## src/rtl/ufm_stream_seq_pkg.sv

```systemverilog
// Shared encodings for the UFM-to-byte-stream sequencer.
package ufm_stream_pkg;

  // Runtime pass mode; the unused encoding 2'd3 behaves as one-shot.
  typedef enum logic [1:0] {
    MODE_ONESHOT    = 2'd0,
    MODE_LOOP       = 2'd1,
    MODE_LOOP_PAUSE = 2'd2
  } mode_t;

  // Sequencer states.
  typedef enum logic [1:0] {
    S_IDLE  = 2'd0,
    S_FETCH = 2'd1,
    S_SEND  = 2'd2,
    S_PAUSE = 2'd3
  } state_t;

endpackage

```

## src/rtl/ufm_stream_seq_pause_timer.sv

```systemverilog
// Loadable down-counter that parks at zero and flags it.
module pause_timer #(
  parameter int W = 24
) (
  input  logic         clk,
  input  logic         rst,
  input  logic         i_load,
  input  logic [W-1:0] i_load_val,
  output logic         o_zero
);

  logic [W-1:0] r_count;

  // Load takes precedence; otherwise count down and hold at zero.
  always_ff @(posedge clk or posedge rst) begin
    if (rst) begin
      r_count <= '0;
    end else if (i_load) begin
      r_count <= i_load_val;
    end else if (r_count != '0) begin
      r_count <= r_count - W'(1);
    end
  end

  assign o_zero = (r_count == '0);

endmodule

```

## src/rtl/ufm_stream_seq.sv

```systemverilog
// Walks a UFM byte window, fetching each byte through a request/valid
// reader port and presenting it on a ready/valid byte sink.
module ufm_stream_seq
  import ufm_stream_pkg::*;
#(
  parameter int          ADDR_W       = 15,
  parameter int unsigned START_OFFSET = 32672,
  parameter int unsigned SIZE         = 64,
  parameter int unsigned PAUSE_CYCLES = 12090000
) (
  input  logic              clk,
  input  logic              rst,
  input  logic              start,
  input  logic              abort,
  input  logic [1:0]        mode,
  output logic              read_en,
  output logic [ADDR_W-1:0] ufm_addr,
  input  logic [7:0]        ufm_data,
  input  logic              ufm_valid,
  output logic [7:0]        tx_data,
  output logic              tx_valid,
  input  logic              tx_ready,
  output logic              busy,
  output logic              done,
  output logic [15:0]       pass_cnt
);

  localparam int PW = $clog2(64'(PAUSE_CYCLES) + 64'd1);
  localparam logic [ADDR_W-1:0] START_ADDR = ADDR_W'(START_OFFSET);
  localparam logic [ADDR_W-1:0] LAST_ADDR  = ADDR_W'(START_OFFSET + SIZE - 1);
  localparam logic [PW-1:0]     PAUSE_LOAD = PW'(PAUSE_CYCLES - 1);

  // Reject windows that are empty or run past the top of the address space.
  generate
    if (SIZE < 1 || (64'(START_OFFSET) + 64'(SIZE)) > (64'd1 << ADDR_W)) begin : g_bad_window
      $error("ufm_stream_seq: byte window exceeds the address range");
    end
    if (PAUSE_CYCLES < 1) begin : g_bad_pause
      $error("ufm_stream_seq: pause length must be at least one cycle");
    end
  endgenerate

  state_t            r_state;
  state_t            w_state_next;
  logic              r_read_en;
  logic              r_tx_valid;
  logic              r_busy;
  logic              r_done;
  logic [7:0]        r_tx_data;
  logic [ADDR_W-1:0] r_ufm_addr;
  logic [15:0]       r_pass_cnt;

  logic              w_hs;
  logic              w_last;
  logic              w_pass_end;
  logic              w_load_pause;
  logic              w_done_next;
  logic              w_pause_zero;

  pause_timer #(
    .W (PW)
  ) u_pause_timer (
    .clk        (clk),
    .rst        (rst),
    .i_load     (w_load_pause),
    .i_load_val (PAUSE_LOAD),
    .o_zero     (w_pause_zero)
  );

  // Next-state logic; mode only matters at the end of a pass, abort overrides everything.
  always_comb begin
    w_state_next = r_state;
    w_hs         = r_tx_valid && tx_ready;
    w_last       = (r_ufm_addr == LAST_ADDR);
    w_pass_end   = 1'b0;
    w_load_pause = 1'b0;
    w_done_next  = 1'b0;
    case (r_state)
      S_IDLE: begin
        if (start) w_state_next = S_FETCH;
      end
      S_FETCH: begin
        if (ufm_valid) w_state_next = S_SEND;
      end
      S_SEND: begin
        if (w_hs) begin
          if (w_last) begin
            w_pass_end = 1'b1;
            case (mode)
              MODE_LOOP: begin
                w_state_next = S_FETCH;
              end
              MODE_LOOP_PAUSE: begin
                w_state_next = S_PAUSE;
                w_load_pause = 1'b1;
              end
              default: begin
                w_state_next = S_IDLE;
                w_done_next  = 1'b1;
              end
            endcase
          end else begin
            w_state_next = S_FETCH;
          end
        end
      end
      S_PAUSE: begin
        if (w_pause_zero) w_state_next = S_FETCH;
      end
      default: w_state_next = S_IDLE;
    endcase
    if (abort) begin
      w_state_next = S_IDLE;
      w_pass_end   = 1'b0;
      w_load_pause = 1'b0;
      w_done_next  = 1'b0;
    end
  end

  // State, registered status outputs, data holding register, address and pass counter.
  always_ff @(posedge clk or posedge rst) begin
    if (rst) begin
      r_state    <= S_IDLE;
      r_read_en  <= 1'b0;
      r_tx_valid <= 1'b0;
      r_busy     <= 1'b0;
      r_done     <= 1'b0;
      r_tx_data  <= 8'h00;
      r_ufm_addr <= START_ADDR;
      r_pass_cnt <= 16'h0000;
    end else begin
      r_state    <= w_state_next;
      r_read_en  <= (w_state_next == S_FETCH);
      r_tx_valid <= (w_state_next == S_SEND);
      r_busy     <= (w_state_next != S_IDLE);
      r_done     <= w_done_next;
      // Late read data after an abort is dropped because the state has left FETCH.
      if (r_state == S_FETCH && ufm_valid && !abort) begin
        r_tx_data <= ufm_data;
      end
      if (abort || w_state_next == S_IDLE) begin
        r_ufm_addr <= START_ADDR;
      end else if (r_state == S_SEND && w_hs) begin
        r_ufm_addr <= w_last ? START_ADDR : r_ufm_addr + ADDR_W'(1);
      end
      if (w_pass_end) begin
        r_pass_cnt <= r_pass_cnt + 16'd1;
      end
    end
  end

  assign read_en  = r_read_en;
  assign ufm_addr = r_ufm_addr;
  assign tx_data  = r_tx_data;
  assign tx_valid = r_tx_valid;
  assign busy     = r_busy;
  assign done     = r_done;
  assign pass_cnt = r_pass_cnt;

endmodule

```

## config.mk

```make
export PLATFORM = sky130hd
export DESIGN_NAME = ufm_stream_seq
export DESIGN_NICKNAME = d
export VERILOG_FILES = /design/src/rtl/ufm_stream_seq_pkg.sv /design/src/rtl/ufm_stream_seq_pause_timer.sv /design/src/rtl/ufm_stream_seq.sv
export SDC_FILE = /design/constraint.sdc
export NUM_CORES = 1
export LEC_CHECK = 0
export BUFFER_PORTS_ARGS = -buffer_cell sky130_fd_sc_hd__buf_2
export CORE_MARGIN = 5
export CORE_UTILIZATION = 25
export DETAILED_ROUTE_END_ITERATION = 12
export RECOVER_POWER = 25
export SYNTH_ARGS = -nofsm -noshare
export SYNTH_HDL_FRONTEND = slang
export SYNTH_SLANG_ARGS = --single-unit
```

## constraint.sdc

```tcl
create_clock -name clk -period 6.33 [get_ports clk]
set_clock_uncertainty 0.2 [all_clocks]
set_input_delay 0.9495 -clock clk [delete_from_list [all_inputs] [get_ports clk]]
set_output_delay 0.9495 -clock clk [all_outputs]
set_load 0.05 [all_outputs]
```

==> qor.json, run 1 <==
{
  "most-common-layout-cells": "dfrtp_1 (60), buf_2 (58), nand2_1 (38)",
  "ctsHoldBuffers": 0,
  "cap_violations": 0,
  "actual_transition_at_the_worst_max_transition_pin_ps": 929,
  "drt_first_pass_iters": 4,
  "rsz0062_at_grt": "no",
  "clock.fmax_mhz": 359,
  "groute.usage.overall_pct": 10.5,
  "cts_max_path_buffers": 2,
  "power_density_nw_per_um2": 271,
  "die_height_um": 128,
  "crit_path_start_kind": "input pin",
  "tritoncts": "built",
  "route.antenna.remaining_nets": 0,
  "final.setup.worst_slack_ps": 3540,
  "detailedPlace.worstSlack_ps": 3180,
  "clock-root-buffer": "clkbuf_16",
  "global_route.overflow_total": 0,
  "ioPinCount": 59,
  "required_ps": 6380,
  "h_tree_level_count": 3,
  "seqCellArea_um2": 1740,
  "gp_congestion": 0.789,
  "via_count": 2708,
  "worstPathMaxFanout": 16,
  "starting_density_of_the_core_pct": 25.3,
  "grt_pass1_vias": 2829,
  "routedWlPerCell_um": 14.3,
  "drt_drc_violations_left": 0,
  "maximum_number_of_pins_on_one_net_before_global_route_repair": 70,
  "final-max-slew-violation-count": 0,
  "synth-seq-cells": 69,
  "timing.critical_path.buf_inv": 2,
  "synth-warning-count": 0,
  "timing.hold.worst_path_depth": 1,
  "clock-sinks": 69,
  "post-layout-total-power_mw": 1.17,
  "synthesized_instance_count": 330,
  "area_growth_syn_to_layout_pct": 22.8,
  "critical_path_class": "in2reg",
  "timing.critical_path.slowest_stage_cell": "a2111o_1",
  "timing.final.crit_period_ps": 2790,
  "grt_antenna_before_repair": 0,
  "run_status": "finished, final reports clean",
  "seq_area_frac_synth_pct": 49.7,
  "grt_pass1_wl_mm": 13.8,
  "critical-path-top-delay-family": "compound AO/OA/AOI/OAI gates",
  "synth_area_um2": 3500,
  "crit_path_end_kind": "register",
  "yosys_most_used_dff": "dfrtp_1",
  "design.die.area_um2": 16500,
  "place.detailed.hpwl_mm": 6.00,
  "r2r.worst_path.cells": 6,
  "critical_path.cell_chain": "buf_2 -> inv_1 -> ha_1 -> nand3b_1 -> a21bo_2 -> a211oi_1 -> a2111o_1 -> a21boi_0",
  "synth.lib_cells_used.distinct": 48,
  "port-buffer-count": 58,
  "cts-buffers-inserted": 9,
  "share_of_synthesized_flip_flops_with_an_asynchronous_set_or_reset_pct": 100,
  "core-area_um2": 13800,
  "report.final.setup_viol": 0,
  "synthesis.area_per_instance_um2": 10.6,
  "clkLatencyLatePin_ps": 330,
  "worst_path_largest_cell_delay_ps": 470,
  "num_rows": 43,
  "route.detailed.vias_per_inst": 4.69,
  "cp_num_cells": 8,
  "cts.repair.resized": 0,
  "final_common_cell": "dfrtp_1",
  "synth.net_count": 352,
  "antenna_cells_inserted": 0,
  "nNetsFinal": 415,
  "worst-endpoint-arrival_ps": 2830,
  "finalHoldViolCount": 0,
  "drt-total-wl_mm": 8.28,
  "worst_slew_margin_rel_pct": 37.6,
  "multi_input_area_um2": 1690,
  "hold_path_class": "reg2reg",
  "dr.first_iter.drc_count": 119,
  "power_leakage_nw": 1.79,
  "drive_gt1_share_pct": 25.9,
  "cts_setup_buffers": 0,
  "number_of_enable_flip_flop_cells_after_synthesis": 0,
  "clk_transition_reported_paths_ps": 60,
  "fillCellCount": 1411,
  "width_of_the_die_um": 128,
  "worst_ir_drop_vdd_mv": 0.230,
  "final_min_period_over_clock_period_pct": 44.0,
  "fin_setup_tns_ps": 0
}
[sequential cells by signal, indices dropped and copies added, names as in the netlist]
| name | count |
|---|---|
| busy | 1 |
| done | 1 |
| pass_cnt | 16 |
| r_state | 2 |
| read_en | 1 |
| tx_data | 8 |
| tx_valid | 1 |
| u_pause_timer.r_count | 24 |
| ufm_addr | 15 |
[per-layer routing]
metal	vias to the layer above	wire length [um]	track usage, %
met5	-	0	0
li1	1311	-	-
met4	0	51	2.50
met2	48	4100	17.0
met3	6	386	3.71
met1	1343	3740	13.4
[per-stage QoR]
stage	cells	utilization [%]	hold WS, ps	cell area, um2
final	578	31.1	263	4300
after global placement	562	28.8	257	3980
after detailed placement	562	28.8	264	3980
after CTS	578	31.1	272	4300
after global routing	578	31.1	314	4300
after floorplan	330	-	299	3500
[layout make-up]
class / instances / area share, %
flip-flops and latches: 69 / 40.4
multi-input cells: 244 / 39.2
repair buffers: 59 / 6.93
clock buffers: 13 / 6.29
well taps: 180 / 5.24
clock inverters: 3 / 0.990
inverters: 10 / 0.874
[synth_stat cells, types with 7 or more instances]
cell type / instances / area [um2]
nor4_1: 7 / 43.8
xnor2_1: 27 / 236
nor3_1: 14 / 70.1
xor2_1: 17 / 149
nor2_1: 22 / 82.6
nand4_1: 18 / 113
dfrtp_1: 60 / 1500
inv_1: 10 / 37.5
mux2_2: 9 / 101
dfstp_2: 9 / 236
nand2_1: 38 / 143
nand3_1: 8 / 40.0
o21ai_0: 7 / 35.0
[report_power, final]
group | switching [mW] | leakage (nW) | total, mW | internal [mW]
combinational | 0.125 | 0.828 | 0.168 | 0.0427
clock | 0.181 | 0.152 | 0.517 | 0.336
sequential | 0.0134 | 0.814 | 0.480 | 0.467
[path summary, 6_finish.rpt]
kind                         startpoint  slack, ps                        end
max                             mode[0]       3540                ufm_addr[1]
min                        pass_cnt[15]        260               pass_cnt[15]
max reg2reg                 ufm_addr[0]       3610                ufm_addr[2]
min reg2reg                pass_cnt[15]        260               pass_cnt[15]
max in group asynchronous           rst       4670                 tx_data[2]
min in group asynchronous           rst        670  u_pause_timer.r_count[11]
[cell families after synthesis]
logic type | count (synthesis) | share of synthesized area [%]
buf+inv | 17 | 2.18
fa+ha+maj | 6 | 2.15
mux | 10 | 3.18
simple gates | 152 | 24.9
xor+xnor | 44 | 11.0
flops | 69 | 49.7
compound gates | 32 | 6.94
Note: power is estimated with default switching activity, not from simulation.
==> inputs of run 2 (changes only) <==
==> constraint.sdc (replaced) <==
create_clock -name clk -period 2.45 [get_ports clk]
set_clock_uncertainty 0.2 [all_clocks]
set_input_delay 0.3675 -clock clk [delete_from_list [all_inputs] [get_ports clk]]
set_output_delay 0.3675 -clock clk [all_outputs]
set_load 0.05 [all_outputs]
==> run 2 against run 1 <==
Compared with the run above: sequential cell count unchanged; die area unchanged; critical path depth decreased by 1; cell area increased by 5.0%; utilization increased by 1.6 points; critical path type is now reg2reg.
==> qor.json, run 2 (synthesized netlist as in run 1, its figures left out) <==
{
  "port-buffer-count": {"value": 58, "change": "unchanged"},
  "largest-register": "u_pause_timer.r_count",
  "die_height": {"value": 128, "unit": "um", "change": "unchanged"},
  "final_cell_area": {"value": 4510, "unit": "um2", "change": "+5.0%"},
  "clock-root-buffer": "clkbuf_16",
  "clock-sinks": {"value": 69, "change": "unchanged"},
  "cap_violations": {"value": 0, "change": "unchanged"},
  "fraction_of_power_consumed_by_combinational_cells": {"value": 14.5, "unit": "%", "change": "about the same"},
  "fin_setup_tns": {"value": 0, "unit": "ps", "change": "unchanged"},
  "antenna_cells_inserted": {"value": 0, "change": "unchanged"},
  "gp_congestion": {"value": 0.810, "change": "+2.6%"},
  "power_switching": {"value": 0.871, "unit": "mW", "change": "+170%"},
  "place.detailed.hpwl": {"value": 6.54, "unit": "mm", "change": "+9.0%"},
  "timing.critical_path.slowest_stage_cell": "o41ai_2",
  "grt_pass1_vias": {"value": 2963, "change": "+4.7%"},
  "timing.final.crit_period_ps": 2320,
  "crit_path_start_kind": "register",
  "via_count": {"value": 2908, "change": "+7.4%"},
  "core-area": {"value": 13800, "unit": "um2", "change": "unchanged"},
  "starting_density_of_the_core": {"value": 25.3, "unit": "%", "change": "unchanged"},
  "worst-endpoint-arrival": {"value": 2340, "unit": "ps", "change": "-490 ps"},
  "hold_path_class": "in2reg",
  "rsz0062_at_grt": "yes",
  "final-max-slew-violation-count": {"value": 0, "change": "unchanged"},
  "maximum_number_of_pins_on_one_net_before_global_route_repair": {"value": 30, "change": "-57%"},
  "finalHoldViolCount": {"value": 0, "change": "unchanged"},
  "route.antenna.remaining_nets": {"value": 0, "change": "unchanged"},
  "final_min_period_over_clock_period_pct": 94.8,
  "report.final.setup_viol": {"value": 0, "change": "unchanged"},
  "fillCellCount": {"value": 1392, "change": "-1.3%"},
  "multi_input_area": {"value": 1690, "unit": "um2", "change": "+0.52%"},
  "postPlaceCellArea": {"value": 4180, "unit": "um2", "change": "+4.9%"},
  "design.die.area": {"value": 16500, "unit": "um2", "change": "unchanged"},
  "most-common-layout-cells": "dfrtp_1 (58), buf_2 (58), nand2_1 (38)",
  "p_sw_share": {"value": 27.8, "unit": "%", "change": "+0.46 points"},
  "cp_num_cells": {"value": 7, "change": "-1"},
  "drt-total-wl": {"value": 8.76, "unit": "mm", "change": "+5.8%"},
  "clkLatencyLatePin": {"value": 330, "unit": "ps", "change": "about the same"},
  "power_density": {"value": 693, "unit": "nW/um2", "change": "+160%"},
  "r2r_setup_slack": {"value": 130, "unit": "ps", "change": "-3480 ps"},
  "timing.hold.worst_path_depth": {"value": 2, "change": "+1"},
  "r2r.worst_path.cells": {"value": 7, "change": "+1"},
  "worstPathMaxFanout": {"value": 9, "change": "-7"},
  "drt_drc_violations_left": {"value": 0, "change": "unchanged"},
  "run_status": "finished, final reports clean",
  "internal-power": {"value": 2.26, "unit": "mW", "change": "+170%"},
  "cts_setup_buffers": {"value": 0, "change": "unchanged"},
  "critical_path_class": "reg2reg",
  "area_growth_syn_to_layout_pct": 28.9,
  "groute.usage.overall": {"value": 11.0, "unit": "%", "change": "+0.52 points"},
  "routedWlPerCell": {"value": 14.5, "unit": "um", "change": "+1.4%"},
  "worst_path_largest_cell_delay": {"value": 430, "unit": "ps", "change": "-40 ps"},
  "drt_first_pass_iters": {"value": 4, "change": "unchanged"},
  "actual_transition_at_the_worst_max_transition_pin": {"value": 733, "unit": "ps", "change": "-196 ps"},
  "crit_path_end_kind": "register",
  "seq_power_share": {"value": 39.7, "unit": "%", "change": "-1.5 points"},
  "ioPinCount": {"value": 59, "change": "unchanged"},
  "cts-buffers-inserted": {"value": 9, "change": "unchanged"},
  "dr.first_iter.drc_count": {"value": 107, "change": "-10%"},
  "worst_slew_margin_rel": {"value": 51.1, "unit": "%", "change": "+14 points"},
  "number_of_flip_flops_in_the_largest_register": {"value": 24, "change": "unchanged"},
  "drive_gt1_share": {"value": 31.0, "unit": "%", "change": "+5.1 points"},
  "seqCellArea": {"value": 1740, "unit": "um2", "change": "+0.14%"},
  "power_leakage": {"value": 1.92, "unit": "nW", "change": "+6.9%"},
  "clk_transition_reported_paths": {"value": 60, "unit": "ps", "change": "about the same"},
  "grt_pass1_wl": {"value": 14.7, "unit": "mm", "change": "+6.7%"},
  "nNetsFinal": {"value": 440, "change": "+6.0%"},
  "width_of_the_die": {"value": 128, "unit": "um", "change": "unchanged"},
  "route.detailed.vias_per_inst": {"value": 4.82, "change": "+2.9%"},
  "power.clock.fraction": {"value": 45.8, "unit": "%", "change": "+1.4 points"},
  "global_route.overflow_total": {"value": 0, "change": "unchanged"},
  "grt_antenna_before_repair": {"value": 0, "change": "unchanged"},
  "critical-path-top-delay-family": "compound AO/OA/AOI/OAI gates",
  "worst_ir_drop_vdd": {"value": 0.500, "unit": "mV", "change": "+120%"},
  "clock.fmax_mhz": 430,
  "num_rows": {"value": 43, "change": "unchanged"},
  "critical_path.cell_chain": "ha_2 -> nand4_4 -> o41ai_2 -> a211oi_1 -> a2111o_1 -> buf_4 -> and2_1",
  "required": {"value": 2470, "unit": "ps", "change": "-3910 ps"},
  "cts_max_path_buffers": {"value": 2, "change": "unchanged"},
  "tritoncts": "built",
  "h_tree_level_count": {"value": 3, "change": "unchanged"},
  "timing.critical_path.buf_inv": {"value": 1, "change": "-1"}
}
[run 2: cell types whose count changed in the layout (fill, tap and decap cells not counted)]
cell           before  now
buf_4               1   23
clkinv_2            1    0
nor4_2              1    2
dfrtp_2             0    2
dfrtp_1            60   58
clkbuf_2            0    1
inv_6               0    1
dlygate4sd3_1       0    1
bufinv_16           1    2
clkbuf_8            3    1
clkinv_4            0    2
ha_2                0    1
ha_1                6    5
nor4_1              7    6
[run 2: routing by layer]
layer | GRT usage [%] | vias to the layer above | wire length, um
li1 | - | 1372 | -
met1 | 14.1 | 1426 | 3820
met2 | 17.9 | 94 | 4260
met3 | 3.33 | 16 | 546
met4 | 3.25 | 0 | 132
met5 | 0 | - | 0
[run 2: cell type report]
class	count	share of cell area [%]
clock inverter	6	2.08
multi-input combinational	244	37.5
inverter	10	0.832
sequential	69	38.6
clock buffer	10	5.30
tap	180	4.99
timing repair buffer	84	10.7
[run 2: final timing paths]
check                             startpoint           end
worst max-delay path             ufm_addr[0]   ufm_addr[4]
worst min-delay path             ufm_data[4]    tx_data[4]
worst max register to register   ufm_addr[0]   ufm_addr[4]
worst min register to register  pass_cnt[15]  pass_cnt[15]
max in group asynchronous                rst    tx_data[2]
min in group asynchronous                rst    r_state[1]
[run 2: stage by stage]
stage               power [mW]  hold WS [ps]  instances  util (%)  worst slack [ps]
floorplan                 1.59           299        330         -              5.18
global placement          1.72           193        586      30.2               187
detailed placement        1.72           192        586      30.2              79.8
CTS                       3.17          57.7        603      32.7              85.7
global route              3.25          57.9        603      32.6             -16.5
finish                    3.13          66.2        603      32.6               127
[run 2: repair_timing]
action	4_1_cts	5_1_grt
gates resized for setup	0	2
endpoints found under the setup margin	0	5
hold buffers	1	0
hold endpoints to repair	13	0
[run 2: power groups by stage]
stage / Clock, mW / Sequential [mW] / Combinational (mW)
detailed placement: 0 / 1.26 / 0.463
floorplan: 0 / 1.48 / 0.115
CTS: 1.46 / 1.24 / 0.465
global placement: 0 / 1.26 / 0.460
finish: 1.43 / 1.24 / 0.454
global route: 1.51 / 1.25 / 0.482
==> inputs of run 3 (changes only) <==
--- a/config.mk
+++ b/config.mk
@@ -9,6 +9,7 @@
 export CORE_MARGIN = 5
 export CORE_UTILIZATION = 25
 export DETAILED_ROUTE_END_ITERATION = 12
+export PLACE_DENSITY = 0.39
 export RECOVER_POWER = 25
 export SYNTH_ARGS = -nofsm -noshare
 export SYNTH_HDL_FRONTEND = slang
==> run 3 against run 2 <==
Compared with the run above: combinational power decreased by 0.9%; count of clock-buffer cells in the layout increased by 1; fmax increased by 0.53%; critical path depth unchanged; die area unchanged; first-iteration DRC count increased by 48%; cell area increased by 1.8%; final cell count increased by 2.2%; utilization increased by 0.59 points; via count decreased by 2.7%; worst setup slack improved by 12 ps; critical endpoint is now ufm_addr[8].
==> qor.json, run 3 (synthesized netlist as in run 1, its figures left out) <==
{
  "largest-register": "u_pause_timer.r_count",
  "timing.hold.worst_path_depth": {"value": 2, "change": "unchanged"},
  "maximum_number_of_pins_on_one_net_before_global_route_repair": {"value": 39, "change": "+30%"},
  "place.detailed.hpwl": {"value": 6.65, "unit": "mm", "change": "+1.7%"},
  "die_height": {"value": 128, "unit": "um", "change": "unchanged"},
  "clock-sinks": {"value": 69, "change": "unchanged"},
  "gp_congestion": {"value": 0.753, "change": "-7.1%"},
  "drive_gt1_share": {"value": 33.3, "unit": "%", "change": "+2.3 points"},
  "drt_first_pass_iters": {"value": 4, "change": "unchanged"},
  "most-common-layout-cells": "dfrtp_1 (58), buf_2 (58), nand2_1 (38)",
  "clock-root-buffer": "clkbuf_16",
  "cts-buffers-inserted": {"value": 9, "change": "unchanged"},
  "clkLatencyLatePin": {"value": 340, "unit": "ps", "change": "about the same"},
  "worst_ir_drop_vdd": {"value": 0.564, "unit": "mV", "change": "+13%"},
  "grt_pass1_vias": {"value": 2960, "change": "-0.10%"},
  "fin_setup_tns": {"value": 0, "unit": "ps", "change": "unchanged"},
  "finalHoldViolCount": {"value": 0, "change": "unchanged"},
  "r2r.worst_path.cells": {"value": 7, "change": "unchanged"},
  "power_density": {"value": 647, "unit": "nW/um2", "change": "-6.6%"},
  "clk_transition_reported_paths": {"value": 50, "unit": "ps", "change": "about the same"},
  "final_cell_area": {"value": 4590, "unit": "um2", "change": "+1.8%"},
  "width_of_the_die": {"value": 128, "unit": "um", "change": "unchanged"},
  "critical_path_class": "reg2reg",
  "nNetsFinal": {"value": 454, "change": "+3.2%"},
  "antenna_cells_inserted": {"value": 0, "change": "unchanged"},
  "detailedPlace.worstSlack": {"value": 2.34, "unit": "ps", "change": "-77.5 ps"},
  "tritoncts": "built",
  "number_of_flip_flops_in_the_largest_register": {"value": 24, "change": "unchanged"},
  "timing.final.crit_period": {"value": 2310, "unit": "ps", "change": "-12.1 ps"},
  "required": {"value": 2530, "unit": "ps", "change": "+60 ps"},
  "clock.fmax": {"value": 433, "unit": "MHz", "change": "+0.53%"},
  "grt_antenna_before_repair": {"value": 0, "change": "unchanged"},
  "starting_density_of_the_core": {"value": 25.3, "unit": "%", "change": "unchanged"},
  "worst-endpoint-arrival": {"value": 2390, "unit": "ps", "change": "+50 ps"},
  "worst_slew_margin_rel": {"value": 50.7, "unit": "%", "change": "-0.39 points"},
  "route.antenna.remaining_nets": {"value": 0, "change": "unchanged"},
  "r2r_setup_slack": {"value": 140, "unit": "ps", "change": "about the same"},
  "postPlaceCellArea": {"value": 4280, "unit": "um2", "change": "+2.3%"},
  "drt-total-wl": {"value": 8.94, "unit": "mm", "change": "+2.0%"},
  "num_rows": {"value": 43, "change": "unchanged"},
  "finalHoldWorstSlack": {"value": 62.0, "unit": "ps", "change": "-4.25 ps"},
  "drt_drc_violations_left": {"value": 0, "change": "unchanged"},
  "run_status": "finished, final reports clean",
  "crit_path_start_kind": "register",
  "power_leakage": {"value": 1.98, "unit": "nW", "change": "+3.0%"},
  "design.die.area": {"value": 16500, "unit": "um2", "change": "unchanged"},
  "cts_max_path_buffers": {"value": 2, "change": "unchanged"},
  "area_growth_syn_to_layout_pct": 31.2,
  "route.detailed.vias_per_inst": {"value": 4.59, "change": "-4.7%"},
  "grt_pass1_wl": {"value": 15.2, "unit": "mm", "change": "+3.1%"},
  "worstPathMaxFanout": {"value": 11, "change": "+2"},
  "post-layout-total-power": {"value": 2.97, "unit": "mW", "change": "-4.9%"},
  "via_count": {"value": 2830, "change": "-2.7%"},
  "global_route.overflow_total": {"value": 0, "change": "unchanged"},
  "final_min_period_over_clock_period": {"value": 94.3, "unit": "%", "change": "-0.50 points"},
  "crit_path_end_kind": "register",
  "final-max-slew-violation-count": {"value": 0, "change": "unchanged"},
  "cap_violations": {"value": 0, "change": "unchanged"},
  "ioPinCount": {"value": 59, "change": "unchanged"},
  "hold_path_class": "in2reg",
  "report.final.setup_viol": {"value": 0, "change": "unchanged"},
  "core-area": {"value": 13800, "unit": "um2", "change": "unchanged"},
  "port-buffer-count": {"value": 58, "change": "unchanged"},
  "dr.first_iter.drc_count": {"value": 158, "change": "+48%"},
  "routedWlPerCell": {"value": 14.5, "unit": "um", "change": "-0.12%"},
  "actual_transition_at_the_worst_max_transition_pin": {"value": 739, "unit": "ps", "change": "+5.78 ps"},
  "h_tree_level_count": {"value": 3, "change": "unchanged"},
  "final.setup.worst_slack": {"value": 139, "unit": "ps", "change": "+12.1 ps"},
  "groute.usage.overall": {"value": 11.7, "unit": "%", "change": "+0.70 points"}
}
==> run 3: changes by cell type in the layout (fill, tap and decap cells not counted), sizes merged <==
cell / previous run / this run
buf: 81 / 95
bufinv: 2 / 1
clkbuf: 12 / 13
clkinv: 2 / 3
clkinvlp: 1 / 0
inv: 11 / 10
==> run 3: routing by layer <==
layer  vias up  share of wire (%)  GRT usage (%)  routed length, um
met2        54                 48           18.5               4320
met5         -                  0              0                  0
met3         9                3.8           3.42                340
met1      1379                 46           15.1               4130
li1       1388                  -              -                  -
met4         0                1.6           4.43                144
==> run 3: timing repair <==
item / in CTS / in global routing
buffers inserted: 0 / 1
resized for setup: 0 / 5
hold endpoints to repair: 17 / 0
hold buffers: 1 / 0
endpoints found under the setup margin: 0 / 15
==> run 3: power breakdown <==
part | internal, mW | switching [mW]
Combinational | 0.124 | 0.326
Clock | 0.807 | 0.473
Sequential | 1.21 | 0.0347
Total | 2.14 | 0.834
==> run 3: final timing paths <==
| path | start | end |
|---|---|---|
| worst max-delay path | ufm_addr[0] | ufm_addr[8] |
| worst min-delay path | ufm_data[2] | tx_data[2] |
| worst max register to register | ufm_addr[0] | ufm_addr[8] |
| max in group asynchronous | rst | ufm_addr[1] |
| worst min register to register | pass_cnt[15] | pass_cnt[15] |
| min in group asynchronous | rst | pass_cnt[11] |
==> run 3: critical path: stages (launching register included) <==
cell and delay, ps:
dfrtp_2 350, ha_1 280, nand4_4 140, o41ai_4 390
a211oi_1 140, a2111o_2 500, buf_4 200, nand2_1 50
==> run 3: through the flow <==
step / instances / util, %
after floorplan: 330 / -
after global routing: 616 / 33.2
final: 616 / 33.2
after global placement: 599 / 30.9
after CTS: 615 / 33.1
after detailed placement: 599 / 30.9
==> run 3: final cells by class <==
cell class | instances | area (um2)
clock buffers | 11 | 243
flip-flops and latches | 69 | 1740
clock inverters | 4 | 48.8
repair buffers | 98 | 589
fillers | 1411 | 9230
well taps | 180 | 225
multi-input cells | 244 | 1710
inverters | 10 | 37.5
